`src/rtl/instr_dec_pkg.sv`:
```
// Shared types and constants for the streaming instruction decoder.
package instr_dec_pkg;

    // Decoder FSM: expecting an opcode word, or the immediate of a saved opcode
    typedef enum logic {
        S_OP  = 1'b0,
        S_IMM = 1'b1
    } state_e;

    // Widest opcode the legality helper supports (256-entry mask)
    localparam int MAX_OP_W = 8;
    localparam int MAX_MASK_W = 2**MAX_OP_W;

    // Default masks for the 4-bit opcode space: 9 and 14 illegal, 4 and 5 take an immediate
    localparam logic [15:0] DEF_LEGAL_MASK = 16'hBDFF;
    localparam logic [15:0] DEF_IMM_MASK   = 16'h0030;

    // Look up an opcode in a legality mask (callers zero-extend to the max width)
    function automatic logic is_legal(input logic [MAX_OP_W-1:0]   opcode,
                                      input logic [MAX_MASK_W-1:0] mask);
        return mask[opcode];
    endfunction

endpackage

```
`src/rtl/instr_onehot_dec.sv`:
```
// Combinational opcode to one-hot decode with legality check; illegal opcodes decode to zero.
module instr_onehot_dec
    import instr_dec_pkg::*;
#(
    parameter int                  OP_W       = 4,
    parameter logic [2**OP_W-1:0]  LEGAL_MASK = DEF_LEGAL_MASK
) (
    input  logic [OP_W-1:0]       opcode,
    output logic [2**OP_W-1:0]    onehot,
    output logic                  legal
);

    localparam int NOP = 2**OP_W;
    localparam logic [MAX_MASK_W-1:0] MASK_EXT = MAX_MASK_W'(LEGAL_MASK);

    logic [MAX_OP_W-1:0] op_ext;

    // Widen the opcode to the helper's fixed argument width, then decode
    always_comb begin
        op_ext = MAX_OP_W'(opcode);
        legal  = is_legal(op_ext, MASK_EXT);
        onehot = legal ? ({{(NOP-1){1'b0}}, 1'b1} << opcode) : '0;
    end

endmodule

```
`src/rtl/instruction_decoder_stream.sv`:
```
// Registered opcode decoder on a valid/ready stream; immediate-bearing opcodes
// absorb the following word, illegal opcodes are flagged and counted.
module instruction_decoder_stream
    import instr_dec_pkg::*;
#(
    parameter int                  OP_W       = 4,
    parameter int                  DATA_W     = 8,
    parameter logic [2**OP_W-1:0]  LEGAL_MASK = DEF_LEGAL_MASK,
    parameter logic [2**OP_W-1:0]  IMM_MASK   = DEF_IMM_MASK,
    parameter int                  CNT_W      = 8
) (
    input  logic                  clk,
    input  logic                  rst_n,
    input  logic                  flush,
    input  logic                  in_valid,
    output logic                  in_ready,
    input  logic [DATA_W-1:0]     in_data,
    output logic                  out_valid,
    input  logic                  out_ready,
    output logic [2**OP_W-1:0]    out_onehot,
    output logic [OP_W-1:0]       out_opcode,
    output logic [DATA_W-1:0]     out_imm,
    output logic                  out_has_imm,
    output logic                  out_illegal,
    output logic [CNT_W-1:0]      illegal_count
);

    localparam int NOP = 2**OP_W;

    state_e              state_q, state_d;
    logic [OP_W-1:0]     saved_op_q, saved_op_d;
    logic                valid_q, valid_d;
    logic [NOP-1:0]      onehot_q, onehot_d;
    logic [OP_W-1:0]     opcode_q, opcode_d;
    logic [DATA_W-1:0]   imm_q, imm_d;
    logic                has_imm_q, has_imm_d;
    logic                illegal_q, illegal_d;
    logic [CNT_W-1:0]    cnt_q, cnt_d;

    logic                in_xfer, out_xfer;
    logic [OP_W-1:0]     in_op, dec_op;
    logic [NOP-1:0]      dec_onehot;
    logic                dec_legal;

    assign in_ready = rst_n && !flush && (!valid_q || out_ready);
    assign in_xfer  = in_valid && in_ready;
    assign out_xfer = valid_q && out_ready;
    assign in_op    = in_data[DATA_W-1 -: OP_W];
    // In S_IMM the saved opcode is what gets decoded; the input word is the immediate
    assign dec_op   = (state_q == S_IMM) ? saved_op_q : in_op;

    instr_onehot_dec #(
        .OP_W       (OP_W),
        .LEGAL_MASK (LEGAL_MASK)
    ) u_dec (
        .opcode (dec_op),
        .onehot (dec_onehot),
        .legal  (dec_legal)
    );

    // Next-state: handshake, FSM, output register load and saturating illegal counter
    always_comb begin
        state_d    = state_q;
        saved_op_d = saved_op_q;
        valid_d    = valid_q;
        onehot_d   = onehot_q;
        opcode_d   = opcode_q;
        imm_d      = imm_q;
        has_imm_d  = has_imm_q;
        illegal_d  = illegal_q;
        cnt_d      = cnt_q;

        if (out_xfer) valid_d = 1'b0;

        if (in_xfer) begin
            if (state_q == S_OP) begin
                if (dec_legal && IMM_MASK[in_op]) begin
                    // Hold the opcode until its immediate arrives; output register untouched
                    saved_op_d = in_op;
                    state_d    = S_IMM;
                end else begin
                    valid_d   = 1'b1;
                    onehot_d  = dec_onehot;
                    opcode_d  = in_op;
                    imm_d     = '0;
                    has_imm_d = 1'b0;
                    illegal_d = !dec_legal;
                    if (!dec_legal && cnt_q != {CNT_W{1'b1}}) cnt_d = cnt_q + 1'b1;
                end
            end else begin
                valid_d   = 1'b1;
                onehot_d  = dec_onehot;
                opcode_d  = saved_op_q;
                imm_d     = in_data;
                has_imm_d = 1'b1;
                illegal_d = 1'b0;
                state_d   = S_OP;
            end
        end

        // flush beats any concurrent output transfer; input is already blocked
        if (flush) begin
            valid_d = 1'b0;
            state_d = S_OP;
        end
    end

    // State and output registers with asynchronous reset
    always_ff @(posedge clk or negedge rst_n) begin
        if (!rst_n) begin
            state_q    <= S_OP;
            saved_op_q <= '0;
            valid_q    <= 1'b0;
            onehot_q   <= '0;
            opcode_q   <= '0;
            imm_q      <= '0;
            has_imm_q  <= 1'b0;
            illegal_q  <= 1'b0;
            cnt_q      <= '0;
        end else begin
            state_q    <= state_d;
            saved_op_q <= saved_op_d;
            valid_q    <= valid_d;
            onehot_q   <= onehot_d;
            opcode_q   <= opcode_d;
            imm_q      <= imm_d;
            has_imm_q  <= has_imm_d;
            illegal_q  <= illegal_d;
            cnt_q      <= cnt_d;
        end
    end

    assign out_valid     = valid_q;
    assign out_onehot    = onehot_q;
    assign out_opcode    = opcode_q;
    assign out_imm       = imm_q;
    assign out_has_imm   = has_imm_q;
    assign out_illegal   = illegal_q;
    assign illegal_count = cnt_q;

endmodule

```
`config.mk`:
```
export PLATFORM = sky130hd
export DESIGN_NAME = instruction_decoder_stream
export DESIGN_NICKNAME = d
export VERILOG_FILES = /design/src/rtl/instr_dec_pkg.sv /design/src/rtl/instr_onehot_dec.sv /design/src/rtl/instruction_decoder_stream.sv
export SDC_FILE = /design/constraint.sdc
export NUM_CORES = 1
export LEC_CHECK = 0
export ABC_AREA = 1
export ABC_CLOCK_PERIOD_IN_PS = 1300
export BUFFER_PORTS_ARGS = -buffer_cell sky130_fd_sc_hd__buf_4
export CAP_MARGIN = 20
export CORE_ASPECT_RATIO = 0.9
export CORE_MARGIN = 5
export CORE_UTILIZATION = 40
export DETAILED_ROUTE_END_ITERATION = 8
export PLACE_DENSITY = 0.75
export SLEW_MARGIN = 30
export SYNTH_ARGS = -nofsm -noshare
export SYNTH_HDL_FRONTEND = slang
export SYNTH_SLANG_ARGS = --single-unit
```
`constraint.sdc`:
```
create_clock -name clk -period 1.3 [get_ports clk]
set_input_delay 0.26 -clock clk [delete_from_list [all_inputs] [get_ports clk]]
set_output_delay 0.26 -clock clk [all_outputs]
set_load 0.1 [all_outputs]
```
## Yosys cells after proc, flatten, opt, wreduce, memory -nomap -nowiden

Memory sizes are Yosys's and may differ from the RTL's.
Index checks and enable logic that the tools add are counted.

- Bits in registers: 44
- Bits in read-only memories: 32
- Output and inout bits: 40
- Logic and storage cells: 56
- Memories kept: 2
- Input port bits: 13

Memory list:

| memory | depth | width | read ports | clocked after Yosys merged registers in | wr ports | line | text |
|---|---|---|---|---|---|---|---|
| (name not given) | 16 | 1 | 1 | 0 | 0 | instr_dec_pkg.sv:21 | `return mask[opcode];` |
| (name not given) | 16 | 1 | 1 | 0 | 0 | instruction_decoder_stream.sv:77 | `if (dec_legal && IMM_MASK[in_op]) begin` |

- Reductions and logical operators: 14
- Shift-type cells: 1
- $lt $le $gt $ge: 2
- Mux-type cells: 23
- Eq/ne operators: 2
- Add/subtract/negate cells: 1
- Bitwise logic cells: 2

Operator list:

| kind | number |
|---|---|
| 16-bit 2-to-1 mux | 3 |
| 8-bit 2-to-1 mux | 2 |
| 1-bit by 4-bit left shift with 16-bit output, first input constant | 1 |
| 1-bit 2-to-1 mux | 15 |
| 4-bit 2-to-1 mux | 3 |
| 4-bit by 9-bit less-than comparator with 1-bit output, second input constant | 1 |
| 8-bit by 1-bit adder with 8-bit output, second input constant | 1 |
| 8-bit != test, second input constant | 1 |
| 1-bit logical AND | 6 |
| 4-bit by 5-bit less-than comparator with 1-bit output, second input constant | 1 |
| 4-bit AND reduction | 1 |
| 1-bit zero test | 3 |
| 3-bit AND reduction | 1 |
| 2-bit != test, second input constant | 1 |
| 1-bit inverter | 2 |
| 2-bit AND reduction | 1 |
| 2-bit nonzero test | 1 |
| 1-bit logical OR | 1 |

## Logic depth before layout (Yosys ltp)

- Depth after elaboration: 8
- Mapped depth: 12
- Gate-level depth less buffers: 11

## By module

A second synthesis with hierarchy kept.

- Cell total of the unflattened synthesis: 271
- Area total of the unflattened synthesis: 2,145.8 µm²

By module, submodules not included:

| module | sequential area each (µm²) | area each (µm²) | cells each | times used |
|---|---|---|---|---|
| instruction_decoder_stream | 1,101.1 | 1,994.4 | 239 | 1 |
| instr_onehot_dec | 0.0 | 151.4 | 32 | 1 |

## Least setup slack after synthesis

OpenSTA, ideal clock, no wires.

- Kind: reg2reg
- From: register valid_q (netlist: out_valid)
- To: register cnt_q[6] (netlist: illegal_count[6])
- Data required time: 1.177 ns
- Stages on the path, launching flop included: 12
- Path buffers: 1
- Period minus slack after synthesis: 3.366 ns
- Path slack: -2.066 ns
- Library setup time: 0.123 ns
- Arrival time: 3.243 ns
- Cell sequence: dfrtp_1 > inv_1 > nor2_1 > inv_2 > nand2_1 > nor2_1 > nand2_1 > nor2_4 > nand3_4 > buf_6 > nand2_1 > o21ai_2

- Cells in the longest elaborated chain, start to end: 5

Ends and longest elaborated chain:

| item | line | text |
|---|---|---|
| start, declared | instruction_decoder_stream.sv:32 | `logic valid_q, valid_d;` |
| start signal, assigned | instruction_decoder_stream.sv:123 | `valid_q <= valid_d;` |
| 1-bit zero test | instruction_decoder_stream.sv:45 | `assign in_ready = rst_n && !flush && (!valid_q \|\| out_ready);` |
| 1-bit logical OR | instruction_decoder_stream.sv:45 |  |
| 1-bit logical AND | instruction_decoder_stream.sv:45 |  |
| named net in_ready | instruction_decoder_stream.sv:16 | `output logic in_ready,` |
| 1-bit logical AND | instruction_decoder_stream.sv:46 | `assign in_xfer = in_valid && in_ready;` |
| 4-bit AND reduction (no source line) | n/a |  |
| end signal, assigned | instruction_decoder_stream.sv:129 | `cnt_q <= cnt_d;` |
| end, declared | instruction_decoder_stream.sv:38 | `logic [CNT_W-1:0] cnt_q, cnt_d;` |

The timed path passes the listed nets, and every way through them passes these cells.
A chain may end at the register's enable or synchronous reset.

## Final worst setup path

- From: register state_q
- To: register opcode_q[1] (netlist: out_opcode[1])

- Cells in the longest elaborated chain, start to end: 6
- Elaborated cells between the ends (all ways): 7
- Classes of those cells: eq/ne (1); mux (3); reduce/logical (2); memory (1)

Ends and longest elaborated chain:

| item | line | text |
|---|---|---|
| start, declared | instruction_decoder_stream.sv:30 | `state_e state_q, state_d;` |
| start signal, assigned | instruction_decoder_stream.sv:121 | `state_q <= state_d;` |
| 4-bit 2-to-1 mux | instruction_decoder_stream.sv:50 | `assign dec_op = (state_q == S_IMM) ? saved_op_q : in_op;` |
| memory read 16 x 1 bit | n/a |  |
| 1-bit 2-to-1 mux (not written as such) | instr_dec_pkg.sv:21 |  |
| 1-bit logical AND | instruction_decoder_stream.sv:77 |  |
| 2-bit != test (no source line) | n/a |  |
| 2-bit AND reduction (no source line) | n/a |  |
| end signal, assigned | instruction_decoder_stream.sv:125 | `opcode_q <= opcode_d;` |
| end, declared | instruction_decoder_stream.sv:34 | `logic [OP_W-1:0] opcode_q, opcode_d;` |

Several ways; a longest one is shown, not always the timed one. The select of a mux whose other input is x is not followed.

==> impl_metrics.json <==
{
  "cts_max_level": 2,
  "cp_max_fo": 7,
  "setup-violations-final": 45,
  "stdcell_area_mm2": 0.00346,
  "tns_ns": -15.44,
  "detail_route.first_pass.iterations": 4,
  "cts_sinks": 44,
  "fillers": 393,
  "final_cells": 431,
  "required_ns": 1.54,
  "grt_overflow": 0,
  "worst_clock_skew_ns": 0.00217,
  "met1Wirelength_um": 2790,
  "hold_class": "in -> async",
  "slew_headroom": 0.629,
  "ys_types": 23,
  "gp_congestion": 0.837,
  "grt_max_degree": 45,
  "crit_family": "simple AND/OR/NAND/NOR gates",
  "die_y_um": 79.3,
  "area_growth_pct": 62.3,
  "endpoint_kind": "flop",
  "slowest_stage": "dfrtp_2",
  "track_usage": 0.186,
  "pre_cts_ws_ns": -0.309,
  "path_buf_inv": 1,
  "drt_wl_total_um": 6890,
  "antenna_found_initial": 0,
  "ys_ff_latch": 44,
  "synth_nets": 274,
  "finalMaxSlewViolations": 0,
  "wl_met3_um": 460,
  "start_util": 0.409,
  "fp-row-count": 25,
  "powerDensity_mw_per_mm2": 1170,
  "die-area_mm2": 0.00690,
  "cts_tree": "built",
  "clock-root-buffer": "clkbuf_8",
  "clock_latency_ns": 0.30,
  "rsz0062_at_grt": "yes",
  "routedWlPerCell_um": 16.0,
  "drive_gt1_frac": 0.530,
  "violations": "setup timing",
  "arrival_ns": 1.96,
  "die_w_um": 87,
  "period_needed_ns": 1.72,
  "syn_area_per_cell_um2": 8.21,
  "hold_ws_ns": 0.0653,
  "io_buffers": 52,
  "syn_inst": 260,
  "tightest_slew_ns": 0.557,
  "post_drt_via_cell_ratio": 4.92,
  "grt_pass1_vias": 2110,
  "cpPeakStageDelay_ns": 0.44,
  "vias": 2122,
  "fmax_ghz": 0.580,
  "grt_pass1_wl_um": 9990,
  "finalPower_mw": 4.05,
  "synth.largest_area_cell": "dfrtp_1",
  "path_cells": "buf_6, nand2_2, nand2_2, nand2_4, nand2_4, nand3_4, nand3_4, nand2_8, nand2_1, nand2_1",
  "synth_top_cell_area_share": 0.516,
  "syn-cell-area_mm2": 0.00213,
  "core_mm2": 0.00522,
  "placed_area_mm2": 0.00281,
  "ctsHoldBuffers": 0,
  "antenna_cells": 0,
  "clk_path_buf_depth": 2,
  "status": "finished, violations left",
  "dp_hpwl_um": 3670,
  "ys_seq_area_frac": 0.516,
  "drc": 0,
  "numPlacedInstances": 403,
  "utilization": 0.663,
  "path_clk_slew_ns": 0.08,
  "ir_drop_mv": 0.514,
  "fin_nets": 377,
  "ant_nets": 0,
  "cp-start-kind": "flop",
  "cts_made_buffers": 5,
  "ios": 53,
  "drt_iter0_drc": 142,
  "synth_area_leaders": "dfrtp_1 52%, nand2_1 21%, nor2_1 3.9%",
  "drv_cap": 0,
  "wl_met2_um": 3410,
  "path_class": "reg -> reg",
  "post-route-period-util": 1.33,
  "p_leak_nw": 1.79,
  "final.setup.worst_slack_ns": -0.424,
  "hold_violations": 0,
  "top_layer": "met4",
  "ys_warn_count": 0
}
==> repair_timing <==
| action | in CTS | in global routing |
|---|---|---|
| pin swaps | 8 | 12 |
| gates resized for setup | 51 | 52 |
| cloned | 4 | 2 |
| endpoints found under the setup margin | 53 | 53 |
| setup buffers | 9 | 5 |
==> power by group <==
part           leakage (nW)  switching, mW  internal, mW
clock network        0.0455          0.444         0.433
registers             0.589         0.0759          1.48
logic                  1.16           1.14         0.478
==> cell usage after synthesis (all sizes together) <==
master	n
o31ai	1
xor2	3
xnor2	3
a21oi	1
o21a	1
ha	1
o21ai	9
nand4	2
dfrtp	44
inv	24
nor3	3
nor2	23
nand2	130
nand3	8
buf	7
==> cells by family (layout without fill, tap and decap cells) <==
logic type	count (synthesis)	in the layout	share of synthesized area
AO/OA/AOI/OAI	12	12	0.0498
AND/OR/NAND/NOR	166	170	0.328
adder cells (fa/ha/maj)	1	1	0.00586
XOR/XNOR	6	6	0.0246
buffers and inverters	31	131	0.0762
flip-flops	44	44	0.516
==> flip-flops by register name, indices dropped and copies added, names as in the netlist <==
| signal | cells |
|---|---|
| illegal_count | 8 |
| out_has_imm | 1 |
| out_illegal | 1 |
| out_imm | 8 |
| out_onehot | 16 |
| out_opcode | 4 |
| out_valid | 1 |
| saved_op_q | 4 |
| state_q | 1 |
==> metal layers <==
| layer | global-route usage | up-vias |
|---|---|---|
| li1 | - | 1005 |
| met2 | 0.310 | 85 |
| met5 | 0 | - |
| met3 | 0.0384 | 20 |
| met4 | 0.0779 | 0 |
| met1 | 0.234 | 1012 |
==> final timing paths <==
path | start | endpoint | slack (ns) | depth (start not counted)
worst max-delay path | state_q | out_opcode[1] | -0.42 | 10
worst min-delay path | rst_n | out_onehot[14] | 0.07 | 2
worst max register to register | state_q | out_opcode[1] | -0.42 | 10
worst min register to register | out_onehot[8] | out_onehot[8] | 0.48 | 2
max in group asynchronous | rst_n | out_valid | 0.80 | 2
min in group clk | flush | out_valid | 0.16 | 2
==> worst reg2reg max path: cells and delay by family (launching register included) <==
kind / cells / cell delay [ns]
buf+inv: 1 / 0.16
flops: 1 / 0.44
simple gates: 9 / 1.07
==> area by class of cell <==
class | count | area (µm²) | share of cell area
multi-input combinational | 189 | 1160 | 0.336
sequential | 44 | 1110 | 0.320
clock buffer | 8 | 90.1 | 0.0260
timing repair buffer | 99 | 917 | 0.265
inverter | 24 | 101 | 0.0293
tap | 67 | 83.8 | 0.0242
==> placed cells by master (no fill, tap or decap) <==
cell	instances
a21oi_2	1
buf_12	8
buf_4	78
buf_6	9
buf_8	3
clkbuf_1	2
clkbuf_16	1
clkbuf_8	6
clkinvlp_4	1
dfrtp_1	40
dfrtp_2	3
dfrtp_4	1
ha_1	1
inv_1	18
inv_2	2
inv_4	3
nand2_1	77
nand2_2	41
nand2_4	12
nand2_8	3
nand3_1	4
nand3_4	5
nand4_1	2
nor2_1	17
nor2_2	4
nor2_4	2
nor3_1	3
o21a_4	1
o21ai_1	1
o21ai_2	8
o31ai_2	1
xnor2_1	3
xor2_1	3
Power figures use the tool's default switching activity.
